**src/rtl/alu_ops_pkg.sv**
```systemverilog
// alu_ops_pkg: shared op codes, FSM encoding and width defaults for the execute-stage ALU
package alu_ops_pkg;
    localparam int DATA_WIDTH_DEF = 32;
    localparam int SHAMT_WIDTH_DEF = 5;
    typedef enum logic [3:0] {
        OP_AND = 4'b0000,
        OP_OR  = 4'b0001,
        OP_NOR = 4'b0010,
        OP_ADD = 4'b0011,
        OP_SUB = 4'b0100,
        OP_LUI = 4'b0101,
        OP_SLL = 4'b0110,
        OP_SRL = 4'b0111
    } alu_op_e;
    typedef enum logic [1:0] {
        S_IDLE,
        S_SHIFT,
        S_DONE
    } state_e;
endpackage

```
**src/rtl/alu_serial_shifter.sv**
```systemverilog
// alu_serial_shifter: one-bit-per-cycle logical shifter with down-counter
// Ports: clk/reset; load captures load_data/load_cnt/dir_right and performs the first step;
// en performs one further step; data_next is the value after the current step; done flags the step that empties the counter
module alu_serial_shifter
    import alu_ops_pkg::*;
#(
    parameter int DATA_WIDTH = DATA_WIDTH_DEF,
    parameter int SHAMT_WIDTH = SHAMT_WIDTH_DEF
) (
    input  logic                   clk,
    input  logic                   reset,
    input  logic                   load,
    input  logic                   dir_right,
    input  logic                   en,
    input  logic [DATA_WIDTH-1:0]  load_data,
    input  logic [SHAMT_WIDTH-1:0] load_cnt,
    output logic [DATA_WIDTH-1:0]  data_next,
    output logic                   done
);
    logic [DATA_WIDTH-1:0] data, src;
    logic [SHAMT_WIDTH-1:0] cnt, cnt_src;
    logic right, step_right;
    // the load edge already performs the first shift, so a shift by k ends k edges after accept
    always_comb begin
        src = load ? load_data : data;
        cnt_src = load ? load_cnt : cnt;
        step_right = load ? dir_right : right;
        data_next = step_right ? {1'b0, src[DATA_WIDTH-1:1]} : {src[DATA_WIDTH-2:0], 1'b0};
        done = (load || en) && cnt_src == SHAMT_WIDTH'(1);
    end
    always_ff @(posedge clk) begin
        if (reset) begin
            data <= '0;
            cnt <= '0;
            right <= 1'b0;
        end else if (load || en) begin
            data <= data_next;
            cnt <= cnt_src - SHAMT_WIDTH'(1);
            if (load) right <= dir_right;
        end
    end
endmodule

```
**src/rtl/alu_iter_exec.sv**
```systemverilog
// alu_iter_exec: execute-stage ALU with single-cycle logic/arith ops and iterative SLL/SRL
// Ports: clk/reset; request in_valid/in_ready with alu_operation, operand_a, operand_b, shamt;
// response out_valid/out_ready with registered result, zero, overflow, illegal_op
module alu_iter_exec
    import alu_ops_pkg::*;
#(
    parameter int DATA_WIDTH = DATA_WIDTH_DEF,
    parameter int SHAMT_WIDTH = SHAMT_WIDTH_DEF
) (
    input  logic                   clk,
    input  logic                   reset,
    input  logic                   in_valid,
    output logic                   in_ready,
    input  logic [3:0]             alu_operation,
    input  logic [DATA_WIDTH-1:0]  operand_a,
    input  logic [DATA_WIDTH-1:0]  operand_b,
    input  logic [SHAMT_WIDTH-1:0] shamt,
    output logic                   out_valid,
    input  logic                   out_ready,
    output logic [DATA_WIDTH-1:0]  result,
    output logic                   zero,
    output logic                   overflow,
    output logic                   illegal_op
);
    state_e state, state_next;
    logic accept, start_shift, sh_done, alu_ovf, alu_ill;
    logic [DATA_WIDTH-1:0] sh_next, alu_res, sum, diff;

    assign accept = in_valid && state == S_IDLE;
    assign start_shift = accept && (alu_operation == OP_SLL || alu_operation == OP_SRL) && shamt != '0;

    alu_serial_shifter #(
        .DATA_WIDTH (DATA_WIDTH),
        .SHAMT_WIDTH(SHAMT_WIDTH)
    ) u_shifter (
        .clk      (clk),
        .reset    (reset),
        .load     (start_shift),
        .dir_right(alu_operation == OP_SRL),
        .en       (state == S_SHIFT),
        .load_data(operand_b),
        .load_cnt (shamt),
        .data_next(sh_next),
        .done     (sh_done)
    );

    // single-cycle path; a zero-amount shift passes b straight through
    always_comb begin
        sum = operand_a + operand_b;
        diff = operand_a - operand_b;
        alu_res = '0;
        alu_ovf = 1'b0;
        alu_ill = 1'b0;
        case (alu_operation)
            OP_AND: alu_res = operand_a & operand_b;
            OP_OR:  alu_res = operand_a | operand_b;
            OP_NOR: alu_res = ~(operand_a | operand_b);
            OP_ADD: begin
                alu_res = sum;
                alu_ovf = operand_a[DATA_WIDTH-1] == operand_b[DATA_WIDTH-1] && sum[DATA_WIDTH-1] != operand_a[DATA_WIDTH-1];
            end
            OP_SUB: begin
                alu_res = diff;
                alu_ovf = operand_a[DATA_WIDTH-1] != operand_b[DATA_WIDTH-1] && diff[DATA_WIDTH-1] != operand_a[DATA_WIDTH-1];
            end
            OP_LUI: alu_res = {operand_b[15:0], {(DATA_WIDTH-16){1'b0}}};
            OP_SLL, OP_SRL: alu_res = operand_b;
            default: alu_ill = 1'b1;
        endcase
    end

    always_ff @(posedge clk) begin
        if (reset) state <= S_IDLE;
        else state <= state_next;
    end

    // a shift by one finishes on the accept edge itself and skips SHIFT
    always_comb begin
        state_next = state;
        case (state)
            S_IDLE:  if (in_valid) state_next = (start_shift && !sh_done) ? S_SHIFT : S_DONE;
            S_SHIFT: if (sh_done) state_next = S_DONE;
            S_DONE:  if (out_ready) state_next = S_IDLE;
            default: state_next = S_IDLE;
        endcase
    end

    always_comb begin
        in_ready = state == S_IDLE;
        out_valid = state == S_DONE;
    end

    always_ff @(posedge clk) begin
        if (reset) begin
            result <= '0;
            zero <= 1'b0;
            overflow <= 1'b0;
            illegal_op <= 1'b0;
        end else if (accept && !start_shift) begin
            result <= alu_res;
            zero <= alu_res == '0;
            overflow <= alu_ovf;
            illegal_op <= alu_ill;
        end else if (sh_done) begin
            result <= sh_next;
            zero <= sh_next == '0;
            overflow <= 1'b0;
            illegal_op <= 1'b0;
        end
    end
endmodule
```
**config.mk**
```make
export PLATFORM = sky130hd
export DESIGN_NAME = alu_iter_exec
export DESIGN_NICKNAME = d
export VERILOG_FILES = /design/src/rtl/alu_ops_pkg.sv /design/src/rtl/alu_serial_shifter.sv /design/src/rtl/alu_iter_exec.sv
export SDC_FILE = /design/constraint.sdc
export NUM_CORES = 1
export LEC_CHECK = 0
export ABC_AREA = 1
export CORE_MARGIN = 5
export CORE_UTILIZATION = 64
export CTS_CLUSTER_DIAMETER = 40
export DETAILED_ROUTE_END_ITERATION = 8
export GPL_TIMING_DRIVEN = 0
export HOLD_SLACK_MARGIN = 0.03
export PLACE_DENSITY = 0.89
export RECOVER_POWER = 25
export SETUP_SLACK_MARGIN = 0.1
export SYNTH_ARGS = -nofsm -noshare
export SYNTH_HDL_FRONTEND = slang
export SYNTH_SLANG_ARGS = --single-unit
```
**constraint.sdc**
```tcl
create_clock -name clk -period 4.5 [get_ports clk]
set_clock_uncertainty 0.15 [all_clocks]
set_input_delay 0.9 -clock clk [delete_from_list [all_inputs] [get_ports clk]]
set_output_delay 0.9 -clock clk [all_outputs]
set_load 0.005 [all_outputs]
```
* Yosys cells after proc, flatten, opt, wreduce, memory -nomap -nowiden
Index checks and enable logic that the tools add are counted.
** Storage, ports and cells
- Logic and storage cells :: 71
- Flip-flop bits (word level) :: 75
- Output and inout port bits :: 37
- Input port bits :: 77
** Cells by class
- Reduce and logical (&&, ||, !) cells :: 21
- Bitwise operators :: 3
- Eq/ne operators :: 17
- Add/sub/neg operators :: 3
- Muxes and demuxes :: 19
** Operator list (count)
- 32-bit case mux with 7 select lines :: 1
- 32-bit 2-to-1 mux :: 4
- 32-bit zero test :: 2
- 32-bit adder :: 1
- 32-bit bitwise AND :: 1
- 32-bit inverter :: 1
- 32-bit bitwise OR :: 1
- 32-bit subtractor :: 1
- 4-bit by 3-bit equality test with 1-bit output (second input constant) :: 4
- 4-bit by 2-bit equality test with 1-bit output (second input constant) :: 2
- 1-bit logical AND :: 8
- 2-bit 2-to-1 mux :: 4
- 8-bit OR reduction :: 1
- 1-bit 2-to-1 mux :: 7
- 2-bit case mux with 3 select lines :: 1
- 5-bit by 1-bit equality test with 1-bit output (second input constant) :: 1
- 5-bit 2-to-1 mux :: 1
- 5-bit nonzero test :: 1
- 5-bit by 1-bit subtractor with 5-bit output (second input constant) :: 1
- 4-bit by 1-bit equality test with 1-bit output (second input constant) :: 1
- 4-bit zero test :: 1
- 2-bit inequality test (second input constant) :: 2
- 1-bit inequality test :: 3
- 3-bit AND reduction :: 1
- 10 further kinds :: 12

* Depth between registers and ports, before layout
Gate-level depths: netlist of the first run.
- Depth after elaboration :: 12
- Depth in mapped cells :: 22
- Depth with buffers taken out :: 21

* By module
Synthesis of the first run repeated with hierarchy kept, for this count alone.
** Second synthesis, totals
- Cell total of the unflattened synthesis :: 2036
- Area, all modules :: 11098.1 um^2
** By module, submodules not included
- alu_iter_exec :: cells an instance 1650, sequential area each 740.7 um^2, times used 1, area an instance 8714.6 um^2
- alu_serial_shifter :: cells an instance 386, sequential area each 760.7 um^2, times used 1, area an instance 2383.5 um^2

* Least setup slack after synthesis of the first run
No wires, ideal clock.
- Path type :: input to register
- Start point :: in alu_operation[2]
- End point :: reg result[30]
- Path buffers :: 3
- Arrival :: 2.944 ns
- Required time :: 4.236 ns
- Setup time :: 0.114 ns
- Slack :: 1.293 ns
- Stages :: 19
- Cell sequence :: inv_2 > nor2_2 > nand2_2 > nor2_4 > nand2_4 > buf_6 > buf_2 > o21ai_0 > inv_1 > ha_1 > inv_1 > nor3_4 > nand2_4 > nand2_8 > buf_6 > o21ai_2 > clkinv_1 > o221ai_2 > inv_2
** On the way
- Cells in the longest elaborated chain, start to end :: 8
- Elaborated cells on any way between the ends :: 25
- Those cells by class :: eq/ne: 8; mux: 7; reduce/logical: 10
** Ends and longest elaborated chain
- from (decl) :: line alu_iter_exec.sv:14 : input logic [3:0] alu_operation,
- 4-bit by 3-bit equality test with 1-bit output (on tied branches) :: line alu_iter_exec.sv:30, alu_iter_exec.sv:54, alu_iter_exec.sv:39
- 1-bit logical OR :: line alu_iter_exec.sv:30 : assign start_shift = accept && (alu_operation == OP_SLL || alu_operation == OP_SRL) && shamt != '0;
- 1-bit logical AND (2 in series) :: line alu_iter_exec.sv:30
- 5-bit 2-to-1 mux (tied with other cells) :: line alu_serial_shifter.sv:26 : cnt_src = load ? load_cnt : cnt;
- 5-bit by 1-bit equality test with 1-bit output / 32-bit 2-to-1 mux (equally long branches) :: line alu_serial_shifter.sv:29, alu_serial_shifter.sv:28
- 1-bit logical AND / 32-bit 2-to-1 mux (equally long branches) :: line alu_serial_shifter.sv:29, alu_iter_exec.sv:104
- 2-bit nonzero test (no source line) / 32-bit 2-to-1 mux (equally long branches)
- to (signal assigned) :: line alu_iter_exec.sv:100 : result <= alu_res;
- to (signal assigned) :: line alu_iter_exec.sv:105 : result <= sh_next;
- to (decl) :: line alu_iter_exec.sv:20 : output logic [DATA_WIDTH-1:0] result,
Parallel ways exist; a longest one is shown, timed or not. The select of a mux whose other input is x is not followed.
A chain may end at the register's enable or synchronous reset.

* Final worst setup path of the first run
- Start point :: in operand_b[4]
- End point :: reg zero
** On the way
- Cells in the longest elaborated chain, start to end :: 5
- Elaborated cells on any way between the ends :: 12
- Those cells by class :: add/sub: 2; mux: 5; bitwise: 3; reduce/logical: 2
** Ends and longest elaborated chain
- from (decl) :: line alu_iter_exec.sv:16 : input logic [DATA_WIDTH-1:0] operand_b,
- branches (longest 4 deep; another with 32-bit subtractor)
- 1-bit 2-to-1 mux (*) :: line alu_iter_exec.sv:99 : end else if (accept && !start_shift) begin
- to (signal assigned) :: line alu_iter_exec.sv:96 : zero <= 1'b0;
- to (signal assigned) :: line alu_iter_exec.sv:101 : zero <= alu_res == '0;
- to (signal assigned) :: line alu_iter_exec.sv:106 : zero <= sh_next == '0;
- to (decl) :: line alu_iter_exec.sv:21 : output logic zero,
Mark *: on every way between the ends. The select of a mux whose other input is x is not followed.

==> reports/qor.csv, run 1 <==
stage,metric,value,unit
outcome,status,completed,
detailed_routing,viasPerCell,6.17,
setup_path,reg2reg_to,result[19],
layout,drive_gt1_share,4.67,%
synth,async_reset_ff_share,0,%
layout,fin_util,75.6,%
power,p_sw,1190,µW
detailed_routing,drc,0,
detailed_routing,drt-initial-drc-count,2360,
sta,setup_ws,0.189,ns
global_route,grtUsageMet1,56.3,%
clock_tree,clk_pin_slew,0.06,ns
layout,area_delta_synth_final,15.9,%
setup_path,worstSetupEndpointType,register,
power,peakVddDrop,0.245,mV
synth,yosysTopAreaCellShare,20.3,%
clock_tree,insertion_delay,0.35,ns
power,p_int,1640,µW
hold_path,hold_path_class,register to register,
synth,yosys_warnings,0,
sta,post-route-period-util,95.8,%
hold_path,hold_depth,2,
layout,nFillCells,1434,
clock_tree,cts_tree,done,
layout,fin_area,12500,µm²
power,total_power,2830,µW
power,powerDensity,226,nW/µm²
synth,synth_ff_type,dfxtp_1,
setup_path,r2r_start,state[0],
power,power_frac_clock,28.4,%
clock_tree,cts_setup_buffers,0,
sta,max_slew.worst_pin.slew,0.968,ns
floorplan,rows,47,
floorplan,dieArea,19500,µm²
setup_path,regToRegSetupSlack,1.22,ns
sta,hold_violations,0,
global_route,gr-max-usage-layer,met2,
synth,syn_area,10800,µm²
sta,final-setup-viol-count,0,
global_route,antenna_found_initial,5,
flow_run,maxCapViolations,0,
sta,max_slew_margin,35.2,%
synth,yosys.cell_count.top_type,nand2_1,
synth,synth_top_area_cell,nand2_1,
synth,synth_nets,2135,
setup_path,startpoint,operand_b[4],
detailed_routing,final_antenna_net_count,0,
placed_design,dpl_cell_area,12200,µm²
floorplan,start_util,65.2,%
power,pwr-share-seq,26.2,%
layout,nets,2257,
clock_tree,root_buffer,clkbuf_16,
floorplan,die_x,140,µm
power,p_sw_share,42.1,%
sta,hold_slack,0.320,ns
global_route,grt_pass1_wl,68.1,mm
power,p_leak,0.00686,µW
global_route,met3_usage,12.7,%
clock_tree,cts_sinks,75,
setup_path,start_kind,primary input,
synth,yosys-top-cells-count,"nand2_1 (582), inv_1 (327), nor2_1 (210)",
synth,syn_inst,1951,
detailed_routing,drt_wl_total,45.4,mm
setup_path,endpoint,zero,
setup_path,cp_max_fo,8,
placed_design,gp_congestion,1.13,
placed_design,numPortBuffers,112,
clock_tree,clockBufferDepth,2,
floorplan,die_h,140,µm
detailed_routing,firstDrtPassIters,8,
floorplan,io_pins,114,
global_route,grt.total_usage,43.7,%
global_route,grt_max_degree,13,
clock_tree,cts_max_level,3,
synth,netlist_top_cells_area,"nand2_1 (20%), dfxtp_1 (14%), ha_1 (12%)",
synth,avgSynthCellArea,5.52,µm²
global_route,grt_pass1_vias,12869,
detailed_routing,wire_per_inst,19.7,µm
synth,yosysSeqAreaShare,13.9,%
power,combPwrFrac,45.4,%
synth,synth-seq-cells,75,
global_route,gr-total-overflow,0,
synth,ys_types,47,
clock_tree,ctsHoldBuffers,0,
setup_path,ff2ff_path_depth,16,
global_route,use_met2,62.0,%
sta,period_minus_slack,4.31,ns
setup_path,arrival,4.44,ns
sta,timing.fmax,232,MHz
detailed_routing,num_vias,14180,
synth,synth_edf_count,0,
clock_tree,cts_buffers,9,
placed_design,pre_cts_ws,-0.101,ns
sta,rsz0062_at_grt,false,
setup_path,path_class,primary input to register,
placed_design,hpwl,36.3,mm
floorplan,coreArea,16500,µm²
sta,slew_violations,0,
setup_path,required,4.63,ns
registers in the layout, indices dropped and copies added (netlist names):
register         count
result              32
u_shifter.data      32
u_shifter.cnt        5
state                2
illegal_op           1
overflow             1
u_shifter.right      1
zero                 1
repair_timing:
| item | CTS | global route |
|---|---|---|
| gates resized for setup | 0 | 1 |
| endpoints found under the hold margin | 0 | 0 |
| endpoints found under the setup margin | 0 | 6 |
logic make-up (layout without fill, tap and decap cells):
| family | after synthesis | in the layout | synth area share (%) |
|---|---|---|---|
| buf+inv | 414 | 541 | 15.3 |
| mux | 2 | 2 | 0.186 |
| compound gates | 336 | 336 | 18.8 |
| fa+ha+maj | 107 | 107 | 12.6 |
| xor+xnor | 6 | 6 | 0.488 |
| other cells | 0 | 2 | 0 |
| flops | 75 | 75 | 13.9 |
| simple gates | 1011 | 1011 | 38.7 |
power by group through the flow:
stage / Sequential (µW) / Combinational, µW / Clock (µW)
6_report: 741 / 1280 / 802
2_1_floorplan: 749 / 772 / 0
5_1_grt: 744 / 1370 / 814
4_1_cts: 740 / 1230 / 782
3_5_place_dp: 753 / 1220 / 0
3_3_place_gp: 752 / 1190 / 0
worst min-delay path by stage:
| stage | start | end |
|---|---|---|
| 6_report | result[0] | result[0] |
| 5_1_grt | result[0] | result[0] |
| 4_1_cts | result[0] | result[0] |
| 3_5_place_dp | result[0] | result[0] |
| 3_3_place_gp | u_shifter.data[31] | u_shifter.data[31] |
| 2_1_floorplan | u_shifter.data[31] | u_shifter.data[31] |
area by class of cell:
type / count / area, µm² / share of cell area, %
antenna: 2 / 5.00 / 0.0400
buffer: 76 / 385 / 3.08
clock buffer: 12 / 246 / 1.97
clock inverter: 4 / 73.8 / 0.591
inverter: 337 / 1260 / 10.1
multi-input combinational: 1462 / 7620 / 61.0
sequential: 75 / 1500 / 12.0
tap: 220 / 275 / 2.20
timing repair buffer: 112 / 1120 / 8.97
per-layer routing:
layer | part of all wire, % | vias to the layer above
met3 | 15 | 309
met1 | 37 | 6196
met2 | 39 | 1221
met5 | 0.090 | -
li1 | - | 6448
met4 | 8.8 | 6
worst max-delay path, cell delays in order:
cell             delay, ns
clkdlybuf4s50_1       0.43
inv_1                 0.28
ha_1                  0.30
clkbuf_2              0.17
nor2_1                0.30
nand3_1               0.15
nand3_1               0.32
nand2_1               0.17
nand2_1               0.23
nand2_1               0.11
nand3_1               0.09
nand2_1               0.05
nand3_1               0.06
nand3_1               0.19
nor2_1                0.25
nand2_1               0.07
nor2_1                0.10
nand3_1               0.12
a21oi_1               0.15
cell usage in the layout, fill, tap and decap left out, types with 3 or more instances in the layout:
cell type | Yosys | routed
dlygate4sd3_1 | 0 | 28
a211oi_1 | 24 | 24
o21bai_1 | 25 | 25
a21oi_1 | 71 | 71
ha_1 | 105 | 105
inv_1 | 327 | 327
and2_1 | 6 | 6
nor2_1 | 210 | 210
clkbuf_16 | 0 | 9
clkdlybuf4s50_1 | 0 | 84
o221ai_2 | 5 | 5
nor3_1 | 13 | 13
o211ai_1 | 25 | 25
nand4_1 | 18 | 18
clkbuf_1 | 31 | 32
or2_2 | 8 | 8
nand2_2 | 3 | 3
dfxtp_1 | 75 | 75
buf_6 | 7 | 7
o21ai_1 | 55 | 56
o22ai_1 | 41 | 41
xor2_1 | 5 | 5
inv_2 | 9 | 9
buf_1 | 3 | 3
o21ai_0 | 67 | 66
nand2_1 | 582 | 582
a21oi_2 | 4 | 4
buf_2 | 34 | 34
o21ai_2 | 4 | 4
a31oi_1 | 9 | 9
nand3_1 | 159 | 159
stage by stage:
step	setup TNS [ns]	cells
after CTS	0	2299
after floorplan	0	1951
after detailed placement	-0.101	2283
after global placement	-0.110	2283
after global routing	0	2298
final	0	2300
No activity file was read; power rests on OpenSTA's default activity.
==> run 2: changes to the inputs <==
Settings changed: CORE_UTILIZATION 64 to 65, DONT_BUFFER_PORTS set to 1, PLACE_DENSITY 0.89 to 0.81.
==> run 2 against run 1 <==
Against the previous run:
- routed wire length is 2.2% lower
- cell count fell by 4.9%
- first-iteration DRC count is 12% lower
- power decreased by 5.7%
- register-to-register slack worse by 0.14 ns
- flip-flop and latch count did not move
- die area shrank 1.4%
- clock power is 2% lower
- core utilization is 6.3 points lower
- largest cell class unchanged
==> reports/qor.csv, run 2 (same netlist as run 1, synthesis figures left out) <==
stage,metric,value,unit,change
outcome,status,completed,,unchanged
clock_tree,insertion_delay,0.34,ns,was 0.35 ns
floorplan,coreArea,16400,µm²,was 16500 µm²
clock_tree,cts_buffers,9,,unchanged
layout,layout_commonest_cell,nand2_1,,unchanged
setup_path,start_kind,primary input,,unchanged
sta,fin_tns_setup,0,ns,unchanged
flow_run,maxCapViolations,0,,unchanged
clock_tree,ctsHoldBuffers,0,,unchanged
hold_path,hold_path_class,register to register,,unchanged
placed_design,numPortBuffers,0,,was 112
clock_tree,root_buffer,clkbuf_16,,unchanged
power,peakVddDrop,0.276,mV,was 0.245 mV
sta,max_slew_margin,30.2,%,was 35.2%
sta,period_minus_slack,3.77,ns,was 4.31 ns
floorplan,die_x,139,µm,was 140 µm
clock_tree,clk_pin_slew,0.05,ns,was 0.06 ns
detailed_routing,num_vias,13523,,was 14180
sta,timing.fmax,265,MHz,was 232 MHz
setup_path,path_class,primary input to register,,unchanged
global_route,antenna_found_initial,2,,was 5
setup_path,worstSetupEndpointType,register,,unchanged
layout,nets,2146,,was 2257
placed_design,gp_congestion,1.15,,was 1.13
setup_path,arrival,3.89,ns,was 4.44 ns
global_route,grt.total_usage,44.5,%,was 43.7%
setup_path,required,4.62,ns,was 4.63 ns
placed_design,place_inst,2171,,was 2283
sta,rsz0062_at_grt,false,,unchanged
detailed_routing,firstDrtPassIters,8,,unchanged
detailed_routing,final_antenna_net_count,0,,unchanged
floorplan,io_pins,114,,unchanged
layout,layout.cells.non_filler,2188,,was 2300
clock_tree,cts_sinks,75,,unchanged
global_route,grt_max_degree,13,,unchanged
detailed_routing,viasPerCell,6.18,,was 6.17
layout,area_delta_synth_final,5.55,%,was 15.9%
detailed_routing,drt_wl_total,44.4,mm,was 45.4 mm
clock_tree,cts_max_level,3,,unchanged
floorplan,start_util,65.7,%,was 65.2%
power,p_leak,0.00636,µW,was 0.00686 µW
placed_design,hpwl,36.1,mm,was 36.3 mm
sta,slew_violations,0,,unchanged
layout,most-common-layout-cells,"nand2_1 (582), inv_1 (327), nor2_1 (210)",,unchanged
global_route,grt_pass1_vias,12482,,was 12869
global_route,gr-total-overflow,0,,unchanged
setup_path,cp_max_fo,8,,unchanged
clock_tree,cts_setup_buffers,0,,unchanged
floorplan,die_h,139,µm,was 140 µm
sta,max_slew.worst_pin.slew,1.04,ns,was 0.968 ns
detailed_routing,drc,0,,unchanged
detailed_routing,wire_per_inst,20.3,µm,was 19.7 µm
layout,drive_gt1_share,4.93,%,was 4.67%
detailed_routing,drt-initial-drc-count,2083,,was 2360
clock_tree,cts_resized,0,,unchanged
floorplan,dieArea,19300,µm²,was 19500 µm²
clock_tree,clockBufferDepth,2,,unchanged
sta,final-setup-viol-count,0,,unchanged
sta,post-route-period-util,83.8,%,was 95.8%
clock_tree,cts_tree,done,,unchanged
sta,hold_violations,0,,unchanged
layout,top_regs,"result: 32 flops, u_shifter.data: 32 flops, u_shifter.cnt: 5 flops",,unchanged
floorplan,rows,47,,unchanged
global_route,grt_pass1_wl,68.0,mm,was 68.1 mm
power,powerDensity,234,nW/µm²,was 226 nW/µm²
-- run 2: cell count changes in the layout (fill, tap and decap cells not counted), sizes merged --
cell | previous run | this run
dlygate4sd3 | 28 | 0
clkbuf | 43 | 44
clkdlybuf4s50 | 84 | 0
diode | 2 | 1
-- run 2: worst paths after layout --
path / start / endpoint / slack, ns / depth (start not counted)
hold reg to reg: u_shifter.data[31] / u_shifter.data[31] / 0.34 / 2
setup reg to reg: state[0] / result[20] / 1.08 / 17
setup / recovery: operand_b[11] / zero / 0.73 / 18
hold / removal: u_shifter.data[31] / u_shifter.data[31] / 0.34 / 2
-- run 2: metrics by stage --
step / utilization, % / area, µm² / hold slack [ns] / setup slack [ns] / total power, µW
finish: 69.3 / 11400 / 0.343 / 0.727 / 2670
global route: 69.3 / 11400 / 0.352 / 0.558 / 2800
CTS: 69.3 / 11400 / 0.342 / 0.878 / 2600
detailed placement: 67.4 / 11100 / 0.330 / 0.548 / 1830
global placement: 67.4 / 11100 / 0.306 / 0.674 / 1810
floorplan: - / 10800 / 0.295 / 1.29 / 1520
-- run 2: area by class of cell --
| cell class | count | area [µm²] |
|---|---|---|
| plain buffers | 77 | 389 |
| clock buffers | 12 | 246 |
| fillers | 1582 | 5030 |
| well taps | 220 | 275 |
| diodes | 1 | 2.50 |
| multi-input cells | 1462 | 7620 |
| inverters | 337 | 1260 |
| clock inverters | 4 | 73.8 |
| flip-flops and latches | 75 | 1500 |
-- run 2: worst max-delay path, cell delays in order --
cell	delay, ns
inv_1	0.19
ha_1	0.36
clkbuf_1	0.29
nand2_1	0.15
nor2_1	0.37
and2_1	0.20
nand2_1	0.09
nand2_1	0.19
nand2_1	0.10
nand2_1	0.07
nand2_1	0.04
nand3_1	0.07
nand3_1	0.26
nor2_1	0.17
nand2_1	0.08
nor2_1	0.13
nand3_1	0.09
a21oi_1	0.13
-- run 2: per-layer routing --
metal  part of all wire, %  global-route usage (%)  vias to the layer above
li1                      -                       -                     6238
met1                    37                    58.3                     5972
met2                    40                    65.1                     1075
met3                    16                    13.8                      236
met4                   6.9                    23.8                        2
met5                 0.029                       0                        -
-- run 2: power breakdown --
| group | switching [µW] | internal [µW] | leakage [µW] | total [µW] |
|---|---|---|---|---|
| Clock | 286 | 501 | 0.000157 | 787 |
| Sequential | 36.6 | 712 | 0.000613 | 749 |
| Combinational | 801 | 329 | 0.00559 | 1130 |
| Total | 1120 | 1540 | 0.00636 | 2670 |
